[config.mk]
export PLATFORM = sky130hd
export DESIGN_NAME = interrupt_priority_sequencer_flat
export DESIGN_NICKNAME = d
export VERILOG_FILES = /design/src/rtl/interrupt_priority_sequencer_if.sv /design/src/rtl/interrupt_priority_sequencer.sv /design/src/flat_wrapper.sv
export SDC_FILE = /design/constraint.sdc
export NUM_CORES = 1
export LEC_CHECK = 0
export CAP_MARGIN = 20
export CORE_MARGIN = 2
export CORE_UTILIZATION = 35
export CTS_CLUSTER_SIZE = 30
export DETAILED_ROUTE_END_ITERATION = 10
export SLEW_MARGIN = 20
export SYNTH_ARGS = -nofsm -noshare
export SYNTH_HDL_FRONTEND = slang
export SYNTH_SLANG_ARGS = --single-unit
[constraint.sdc]
create_clock -name clk -period 7.1 [get_ports clk]
set_input_delay 2.13 -clock clk [delete_from_list [all_inputs] [get_ports clk]]
set_output_delay 2.13 -clock clk [all_outputs]
set_load 0.005 [all_outputs]
[src/rtl/interrupt_priority_sequencer_if.sv]
// Signal bundle between the interrupt sequencer, the request/mask registers and the CPU acknowledge path.
// master drives requests, INTA and EOI commands; slave is the sequencer.
interface interrupt_priority_sequencer_if;
  logic [7:0] Int_Req_Reg;
  logic [7:0] Int_Mask_Reg;
  logic       inta_n;
  logic       eoi;
  logic       eoi_specific;
  logic [2:0] eoi_level;
  logic       auto_eoi;
  logic [4:0] vector_base;
  logic       int_out;
  logic [7:0] Int_Serv_Reg;
  logic [7:0] clear_irr;
  logic [7:0] data_out;
  logic       data_out_en;

  modport master (
    output Int_Req_Reg, Int_Mask_Reg, inta_n, eoi, eoi_specific, eoi_level, auto_eoi, vector_base,
    input  int_out, Int_Serv_Reg, clear_irr, data_out, data_out_en
  );

  modport slave (
    input  Int_Req_Reg, Int_Mask_Reg, inta_n, eoi, eoi_specific, eoi_level, auto_eoi, vector_base,
    output int_out, Int_Serv_Reg, clear_irr, data_out, data_out_en
  );
endinterface

[src/rtl/interrupt_priority_sequencer.sv]
// Interrupt priority sequencer: masks requests, resolves priority against the ISR and runs the INTA/EOI handshake.
// Optional macro ROTATE_PRIORITY_EN replaces fixed IR0-highest priority with a rotating lowest-priority pointer.
module interrupt_priority_sequencer #(
  parameter int NUM_IR         = 8,
  parameter int SPURIOUS_LEVEL = 7
) (
  input logic                           clk,
  input logic                           reset,
  interrupt_priority_sequencer_if.slave bus
);

  typedef enum logic [2:0] {IDLE, PEND, ACK1, WAIT2, ACK2} state_t;

  localparam logic [7:0] ONE_HOT = 8'd1;

  state_t     state_q, state_d;
  logic       int_out_q, int_out_d;
  logic [7:0] isr_q, isr_d;
  logic [7:0] clear_q, clear_d;
  logic [7:0] data_q, data_d;
  logic       data_en_q, data_en_d;
  logic [2:0] level_q, level_d;
  logic       spurious_q, spurious_d;
  logic       prev_inta_n_q;

  logic       inta_fall, inta_rise;
  logic [2:0] prio_base;
  logic [7:0] eff, rot_eff, rot_isr;
  logic       eff_found, isr_found, win_valid;
  logic [2:0] eff_rank, isr_rank, win_level, top_isr_level;
  logic [7:0] set_mask, retire_mask, eoi_mask;

  // prio_base is the level holding the highest priority; everything below works in rank space.
`ifdef ROTATE_PRIORITY_EN
  logic [2:0] prio_ptr_q, prio_ptr_d;
  assign prio_base = prio_ptr_q + 3'd1;
`else
  assign prio_base = 3'd0;
`endif

  assign eff       = bus.Int_Req_Reg & ~bus.Int_Mask_Reg;
  assign inta_fall = prev_inta_n_q & ~bus.inta_n;
  assign inta_rise = ~prev_inta_n_q & bus.inta_n;

  always_comb begin
    rot_eff = '0;
    rot_isr = '0;
    for (int j = 0; j < NUM_IR; j++) begin
      rot_eff[j] = eff[prio_base + 3'(j)];
      rot_isr[j] = isr_q[prio_base + 3'(j)];
    end
  end

  always_comb begin
    eff_found = 1'b0;
    eff_rank  = '0;
    isr_found = 1'b0;
    isr_rank  = '0;
    for (int j = NUM_IR - 1; j >= 0; j--) begin
      if (rot_eff[j]) begin
        eff_found = 1'b1;
        eff_rank  = 3'(j);
      end
      if (rot_isr[j]) begin
        isr_found = 1'b1;
        isr_rank  = 3'(j);
      end
    end
  end

  // A request only wins if it outranks every level already in service.
  assign win_valid     = eff_found && (!isr_found || (eff_rank < isr_rank));
  assign win_level     = prio_base + eff_rank;
  assign top_isr_level = prio_base + isr_rank;

  always_comb begin
    state_d     = state_q;
    int_out_d   = int_out_q;
    clear_d     = '0;
    data_d      = data_q;
    data_en_d   = data_en_q;
    level_d     = level_q;
    spurious_d  = spurious_q;
    set_mask    = '0;
    retire_mask = '0;
    eoi_mask    = '0;

    case (state_q)
      IDLE: begin
        if (win_valid) begin
          state_d   = PEND;
          int_out_d = 1'b1;
        end
      end
      PEND: begin
        if (inta_fall) begin
          state_d   = ACK1;
          int_out_d = 1'b0;
          if (win_valid) begin
            level_d    = win_level;
            spurious_d = 1'b0;
            set_mask   = ONE_HOT << win_level;
            clear_d    = ONE_HOT << win_level;
          end else begin
            level_d    = 3'(SPURIOUS_LEVEL);
            spurious_d = 1'b1;
          end
        end
      end
      ACK1: begin
        if (inta_rise) state_d = WAIT2;
      end
      WAIT2: begin
        if (inta_fall) begin
          state_d   = ACK2;
          data_d    = {bus.vector_base, level_q};
          data_en_d = 1'b1;
        end
      end
      ACK2: begin
        if (inta_rise) begin
          state_d   = IDLE;
          data_en_d = 1'b0;
          if (bus.auto_eoi && !spurious_q) retire_mask = ONE_HOT << level_q;
        end
      end
      default: state_d = IDLE;
    endcase

    if (bus.eoi) begin
      if (bus.eoi_specific) eoi_mask = ONE_HOT << bus.eoi_level;
      else if (isr_found)   eoi_mask = ONE_HOT << top_isr_level;
    end

    // Set is applied last so a same-cycle set and clear of one bit leaves it set.
    isr_d = (isr_q & ~(eoi_mask | retire_mask)) | set_mask;
  end

`ifdef ROTATE_PRIORITY_EN
  always_comb begin
    prio_ptr_d = prio_ptr_q;
    if ((retire_mask & isr_q) != '0) prio_ptr_d = level_q;
    if ((eoi_mask & isr_q) != '0)    prio_ptr_d = bus.eoi_specific ? bus.eoi_level : top_isr_level;
  end

  always_ff @(posedge clk) begin
    if (reset) prio_ptr_q <= 3'd7;
    else       prio_ptr_q <= prio_ptr_d;
  end
`endif

  always_ff @(posedge clk) begin
    if (reset) begin
      state_q       <= IDLE;
      int_out_q     <= 1'b0;
      isr_q         <= '0;
      clear_q       <= '0;
      data_q        <= '0;
      data_en_q     <= 1'b0;
      level_q       <= '0;
      spurious_q    <= 1'b0;
      prev_inta_n_q <= 1'b1;
    end else begin
      state_q       <= state_d;
      int_out_q     <= int_out_d;
      isr_q         <= isr_d;
      clear_q       <= clear_d;
      data_q        <= data_d;
      data_en_q     <= data_en_d;
      level_q       <= level_d;
      spurious_q    <= spurious_d;
      prev_inta_n_q <= bus.inta_n;
    end
  end

  assign bus.int_out      = int_out_q;
  assign bus.Int_Serv_Reg = isr_q;
  assign bus.clear_irr    = clear_q;
  assign bus.data_out     = data_q;
  assign bus.data_out_en  = data_en_q;

endmodule

[src/flat_wrapper.sv]
// flat-port wrapper written by rule: the top's interface ports become plain ports
module interrupt_priority_sequencer_flat 
#(
  parameter int NUM_IR         = 8,
  parameter int SPURIOUS_LEVEL = 7
)
  (clk, reset, bus_Int_Req_Reg, bus_Int_Mask_Reg, bus_inta_n, bus_eoi, bus_eoi_specific, bus_eoi_level, bus_auto_eoi, bus_vector_base, bus_int_out, bus_Int_Serv_Reg, bus_clear_irr, bus_data_out, bus_data_out_en);
  interrupt_priority_sequencer_if bus_i ();
  input logic clk;
  input logic reset;
  input wire logic [$bits(bus_i.Int_Req_Reg)-1:0] bus_Int_Req_Reg;
  input wire logic [$bits(bus_i.Int_Mask_Reg)-1:0] bus_Int_Mask_Reg;
  input wire logic [$bits(bus_i.inta_n)-1:0] bus_inta_n;
  input wire logic [$bits(bus_i.eoi)-1:0] bus_eoi;
  input wire logic [$bits(bus_i.eoi_specific)-1:0] bus_eoi_specific;
  input wire logic [$bits(bus_i.eoi_level)-1:0] bus_eoi_level;
  input wire logic [$bits(bus_i.auto_eoi)-1:0] bus_auto_eoi;
  input wire logic [$bits(bus_i.vector_base)-1:0] bus_vector_base;
  output wire logic [$bits(bus_i.int_out)-1:0] bus_int_out;
  output wire logic [$bits(bus_i.Int_Serv_Reg)-1:0] bus_Int_Serv_Reg;
  output wire logic [$bits(bus_i.clear_irr)-1:0] bus_clear_irr;
  output wire logic [$bits(bus_i.data_out)-1:0] bus_data_out;
  output wire logic [$bits(bus_i.data_out_en)-1:0] bus_data_out_en;
  assign bus_i.Int_Req_Reg = bus_Int_Req_Reg;
  assign bus_i.Int_Mask_Reg = bus_Int_Mask_Reg;
  assign bus_i.inta_n = bus_inta_n;
  assign bus_i.eoi = bus_eoi;
  assign bus_i.eoi_specific = bus_eoi_specific;
  assign bus_i.eoi_level = bus_eoi_level;
  assign bus_i.auto_eoi = bus_auto_eoi;
  assign bus_i.vector_base = bus_vector_base;
  assign bus_int_out = bus_i.int_out;
  assign bus_Int_Serv_Reg = bus_i.Int_Serv_Reg;
  assign bus_clear_irr = bus_i.clear_irr;
  assign bus_data_out = bus_i.data_out;
  assign bus_data_out_en = bus_i.data_out_en;
  interrupt_priority_sequencer #(.NUM_IR(NUM_IR), .SPURIOUS_LEVEL(SPURIOUS_LEVEL)) u_core (.clk(clk), .reset(reset), .bus(bus_i));
endmodule
# Word-level counts from Yosys, hierarchy flattened

Cells that the tools add are included.

Shifts and indexed selects: 4
Reduce and logical (&&, ||, !) cells: 13
Multiplexer cells: 55
Order comparisons: 1
Equality and inequality tests: 9
Bitwise gates (word level): 10

Operator list:

| kind                  | number |
|---|---|
| $mux W8               | 9 |
| $mux W3               | 22 |
| $shl A1 B3 Y8 const A | 4 |
| $mux W1               | 21 |
| $and A8 B8 Y8         | 2 |
| $not A8 Y8            | 2 |
| $or A8 B8 Y8          | 2 |
| $pmux W3 S5           | 1 |
| $ne A2 B1 Y1 const B  | 5 |
| $eq A3 B2 Y1 const B  | 2 |
| $reduce_and A3 Y1     | 2 |
| $reduce_and A5 Y1     | 1 |
| $pmux W1 S2           | 2 |
| $reduce_and A2 Y1     | 2 |
| $reduce_bool A2 Y1    | 2 |
| $eq A3 B1 Y1 const B  | 1 |
| $eq A3 B3 Y1 const B  | 1 |
| $logic_not A3 Y1      | 1 |
| $lt A3 B3 Y1          | 1 |
| $and A1 B1 Y1         | 2 |
| $logic_and A1 B1 Y1   | 2 |
| $logic_not A1 Y1      | 2 |
| $not A1 Y1            | 2 |
| $logic_or A1 B1 Y1    | 1 |

Input port bits: 30
Register bits after elaboration: 34
Output and inout port bits: 26
Logic and storage cells: 101

# Logic depth before layout (Yosys ltp)

Depth in word-level cells: 17
Depth in mapped cells: 10
Depth with buffers taken out: 9

# Least setup slack after synthesis

Ideal clock, no wire load.

Path type: input port to flip-flop
From: input bus_Int_Req_Reg[6]
To: register u_core.isr_q[6], in the netlist u_core.bus.Int_Serv_Reg[6]
Slack: 3296 ps
Stages: 10
Buffers on the path: 1
Arrival time: 3720 ps
Cells stage by stage: nor2b_1 > nand2b_1 > nand3_1 > a21oi_1 > ha_1 > o21a_1 > o22a_4 > o21a_4 > buf_6 > o31ai_2

Cells in the longest elaborated chain, start to end: 15
Elaborated cells between the ends (all ways): 23
Classes of those cells: 1 x order compare; 1 x shift; 17 x mux; 2 x bitwise; 2 x reduce/logical

Ends and longest elaborated chain:

| what                   | RTL line                            | text |
|---|---|---|
| start: declaration     | flat_wrapper.sv:11                  | `input wire logic [$bits(bus_i.Int_Req_Reg)-1:0] bus_Int_Req_Reg;` |
| $and A8 B8 Y8 *        | interrupt_priority_sequencer.sv:41  | `assign eff = bus.Int_Req_Reg & ~bus.Int_Mask_Reg;` |
| $mux W3 (7 in a row)   | interrupt_priority_sequencer.sv:60  | `if (rot_eff[j]) begin` |
| $lt A3 B3 Y1           | interrupt_priority_sequencer.sv:72  | `assign win_valid = eff_found && (!isr_found \|\| (eff_rank < isr_rank));` |
| $logic_or A1 B1 Y1     | interrupt_priority_sequencer.sv:72  |  |
| $logic_and A1 B1 Y1    | interrupt_priority_sequencer.sv:72  |  |
| $mux W8 *              | interrupt_priority_sequencer.sv:99  | `if (win_valid) begin` |
| $mux W8 *              | interrupt_priority_sequencer.sv:96  | `if (inta_fall) begin` |
| $mux W8 *              | n/a                                 |  |
| $or A8 B8 Y8 *         | interrupt_priority_sequencer.sv:136 | `isr_d = (isr_q & ~(eoi_mask \| retire_mask)) \| set_mask;` |
| end signal: assignment | interrupt_priority_sequencer.sv:166 | `isr_q <= isr_d;` |
| end: declaration       | interrupt_priority_sequencer.sv:18  | `logic [7:0] isr_q, isr_d;` |

Mark *: on every way between the ends. The rest lies on a longest branch, timed or not.
A chain may end at the register's enable or synchronous reset.

# Worst setup path in the final report

From: input bus_Int_Req_Reg[6]
To: register u_core.level_q[1]

Cells in the longest elaborated chain, start to end: 12
Elaborated cells between the ends (all ways): 19
Classes of those cells: 1 x order compare; 15 x mux; 1 x bitwise; 2 x reduce/logical

Ends and longest elaborated chain:

| what                   | RTL line                            | text |
|---|---|---|
| $and A8 B8 Y8 *        | interrupt_priority_sequencer.sv:41  |  |
| $mux W3 (7 in a row)   | interrupt_priority_sequencer.sv:60  |  |
| $lt A3 B3 Y1           | interrupt_priority_sequencer.sv:72  |  |
| $logic_or A1 B1 Y1     | interrupt_priority_sequencer.sv:72  |  |
| $logic_and A1 B1 Y1    | interrupt_priority_sequencer.sv:72  |  |
| $mux W3 *              | interrupt_priority_sequencer.sv:99  |  |
| end signal: assignment | interrupt_priority_sequencer.sv:170 | `level_q <= level_d;` |
| end: declaration       | interrupt_priority_sequencer.sv:22  | `logic [2:0] level_q, level_d;` |

Marks and branches as above.

==> results by group <==
Outcome
  • Status: finished, final reports clean

Clock network
  • Clock latency on the worst-skew pair: 0.28 ns
  • Clk sinks: 34
  • Num CTS Buffers: 5
  • Root Driver: clkbuf_8
  • CTS tree: done
  • Hold buffer count at cts: 0
  • CTS clk-pin slew, worst paths: 0.07 ns
  • CTS max path bufs: 2
  • Postcts setup bufs: 0
  • H-tree depth: 2
  • Post-CTS Resized: 0

Synth
  • Synth Register Bits: 34
  • Synth Instances: 213
  • Synthesis warning total: 0
  • EDFF count, synth: 0
  • Register area share after synthesis: 0.385
  • Syn_area_per_cell: 8.30 um2
  • Share of flip-flops with an asynchronous set or reset: 0
  • Syn nets: 245
  • Dominant synthesized flop cell: dfxtp_1
  • Post-synthesis cell area: 1770 um2
  • Synth unique cells: 46

Setup path
  • Worst Path Buf+Inv: 1
  • CP Capture Type: register
  • CP max FO: 11
  • CP Data Arrival Time: 4.32 ns
  • Cell family with most CP delay: compound AO/OA/AOI/OAI gates
  • CP Class: in -> reg
  • Crit-path cells: clkdlybuf4s50_1 -> nor2b_1 -> nand2b_1 -> nand3_1 -> a21oi_1 -> ha_1 -> o21a_1 -> o22a_4 -> o21a_4 -> o31a_1
  • Worst R2R Start: u_core.bus.Int_Serv_Reg[0]$_SDFF_PP0_
  • Max incr delay on CP: 0.44 ns
  • Startpoint types: input pin
  • FF-to-FF End: u_core.level_q[1]$_SDFFE_PP0P_
  • Reg2Reg Setup Slack: 4.74 ns
  • Reg2reg path depth: 7
  • Worst EP required: 7.27 ns
  • Slowest cell on crit path: clkdlybuf4s50_1

Min path
  • Worst Hold Depth: 2
  • Hold Path End: u_core.bus.data_out_en$_SDFFE_PP0P_
  • Hold crit path type: reg -> reg
  • HP Start: u_core.bus.data_out_en$_SDFFE_PP0P_

Floorplan
  • Io pins: 56
  • Row count: 25
  • Die Width: 75.1 um
  • Die area: 5640 um2
  • Initial core utilization: 0.369
  • Die height: 75.1 um
  • CORE AREA: 4790 um2

STA
  • Worst Slack Setup Final: 2.95 ns
  • Final Hold Slack: 0.455 ns
  • Setup TNS: 0 ns
  • Setup violations, final: 0
  • RSZ-0062 raised after global routing: false
  • Slew margin rel.: 0.539
  • Period utilization: 0.584
  • Final Skew: 0.00449 ns
  • Final hold vios: 0
  • Worst-Margin Slew: 0.690 ns
  • F_max: 0.241 GHz
  • Max-slew violations: 0
  • Min Tclk post-route: 4.15 ns

Cells and area
  • Final core occ: 0.515
  • ANT cells: 0
  • Fin nets: 300
  • Share of layout cells above drive strength 1: 0.0706
  • Syn-to-layout area delta: 39.3%

Drt
  • Via density: 5.00
  • Routed Antenna Nets: 0
  • DR pass1 iterations: 4
  • Initial DRC count: 111
  • Total length of routed wires: 4530 um
  • Via Count: 1680
  • Avg WL per Cell: 13.5 um
  • Drt drc: 0

Placed design
  • # port buffers: 55
  • DPL Wire Length: 3540 um
  • DP Worst Slack: 2.66 ns
  • GP Congestion: 0.798

Power
  • Pleak: 0.935 nW
  • Power Density: 185 nW/um2
  • Final Total Pwr: 0.454 mW
  • Maximum vdd drop: 0.149 mV

Global route
  • Maximum number of pins on one net before global-route repair: 20
  • Number of global-route vias before repair: 1661
  • First-pass GRT wire length: 7670 um
  • Initial antenna violation count: 0
  • GR Util All Layers: 0.178
  • Total grt overflow: 0

Flow run
  • Max-cap viol count: 0
[worst max-delay path by stage]
| stage | from | to | slack [ns] | cells past startpoint |
|---|---|---|---|---|
| 2_1_floorplan | bus_Int_Req_Reg[6] | u_core.bus.Int_Serv_Reg[6]$_SDFF_PP0_ | 3.30 | 10 |
| 3_3_place_gp | bus_Int_Req_Reg[2] | u_core.level_q[1]$_SDFFE_PP0P_ | 2.69 | 9 |
| 3_5_place_dp | bus_Int_Req_Reg[6] | u_core.level_q[1]$_SDFFE_PP0P_ | 2.66 | 10 |
| 4_1_cts | bus_Int_Req_Reg[6] | u_core.level_q[1]$_SDFFE_PP0P_ | 2.94 | 10 |
| 5_1_grt | bus_Int_Req_Reg[6] | u_core.bus.Int_Serv_Reg[1]$_SDFF_PP0_ | 2.74 | 10 |
| 6_report | bus_Int_Req_Reg[6] | u_core.level_q[1]$_SDFFE_PP0P_ | 2.95 | 10 |
[area by class of cell]
class / count / area (um2)
sequential: 34 / 681
timing repair buffer: 55 / 551
tap: 67 / 83.8
inverter: 4 / 15.0
clock inverter: 2 / 12.5
multi-input combinational: 168 / 1040
fill: 491 / 2320
clock buffer: 6 / 82.6
[per-layer routing]
layer	up-vias	wire length, um	GRT usage
met4	0	65	0.0516
li1	884	-	-
met1	748	2230	0.245
met2	42	2030	0.274
met3	6	210	0.0455
met5	-	0	0
[synthesized netlist by cell type (all sizes together) (2+ instances only)]
| cell | count | share of area |
|---|---|---|
| o21ai | 9 | 0.025 |
| dfxtp | 34 | 0.38 |
| and2 | 3 | 0.011 |
| mux2i | 8 | 0.045 |
| clkbuf | 5 | 0.011 |
| ha | 2 | 0.014 |
| o31ai | 10 | 0.051 |
| a31oi | 2 | 0.0071 |
| nand2b | 10 | 0.035 |
| o21a | 2 | 0.013 |
| nand3 | 8 | 0.023 |
| o2bb2ai | 2 | 0.0099 |
| nand2 | 22 | 0.047 |
| a221o | 3 | 0.017 |
| a22o | 2 | 0.0099 |
| nor2b | 7 | 0.025 |
| nor4b | 2 | 0.0099 |
| nor4 | 3 | 0.011 |
| nor3 | 15 | 0.049 |
| buf | 2 | 0.0092 |
| a21oi | 5 | 0.014 |
| or2 | 3 | 0.011 |
| o22ai | 2 | 0.0071 |
| inv | 3 | 0.0064 |
| nand4 | 5 | 0.018 |
| nor2 | 28 | 0.059 |
[report_power, final]
part | switching [mW] | leakage, nW | internal [mW] | total, mW
combinational | 0.0464 | 0.612 | 0.0475 | 0.0938
sequential | 0.0114 | 0.276 | 0.201 | 0.213
clock | 0.0698 | 0.0472 | 0.0779 | 0.148
total | 0.128 | 0.935 | 0.327 | 0.454
[sequential cells by signal, summed over array words and instances, names as in the netlist, 3 cells and up]
register and count:
u_core.bus.Int_Serv_Reg 8, u_core.bus.clear_irr 8, u_core.bus.data_out 8, u_core.level_q 3, u_core.state_q 3
[cells by family (layout without fill, tap and decap cells)]
logic type	Yosys count	after routing	synth area share
adders and majority gates	2	2	0.0142
muxes	8	8	0.0453
and+or+nand+nor	113	113	0.329
DFF	34	34	0.385
buffers and inverters	11	67	0.0283
xor gates and xnor gates	1	1	0.00495
AOI/OAI and AO/OA	44	44	0.193
[through the flow]
stage          cell area (um2)  instances
5_1_grt                   2460        336
4_1_cts                   2460        336
6_report                  2460        336
3_5_place_dp              2370        328
3_3_place_gp              2370        328
2_1_floorplan             1770        213
[layout by cell type, fill, tap and decap left out, types with 2 or more instances in the layout]
cell / count
nand2b_1: 10
nand3_1: 8
a21oi_1: 5
clkdlybuf4s50_1: 55
nor4b_1: 2
a22o_1: 2
mux2i_1: 8
a221o_1: 3
o31ai_1: 7
inv_1: 3
nor3_1: 14
nand4_1: 5
o22ai_1: 2
clkbuf_8: 6
o21ai_0: 9
a31oi_1: 2
dfxtp_1: 34
and2_1: 3
nand2_1: 22
o2bb2ai_1: 2
o31ai_2: 3
ha_1: 2
nor2_1: 28
or2_2: 3
nor2b_1: 7
nor4_1: 3
[tightest hold or removal path, stage by stage (launching register included)]
cell and delay [ns]:
dfxtp_1 0.31, nand2_1 0.05, a21oi_1 0.05
Power figures use the tool's default switching activity.
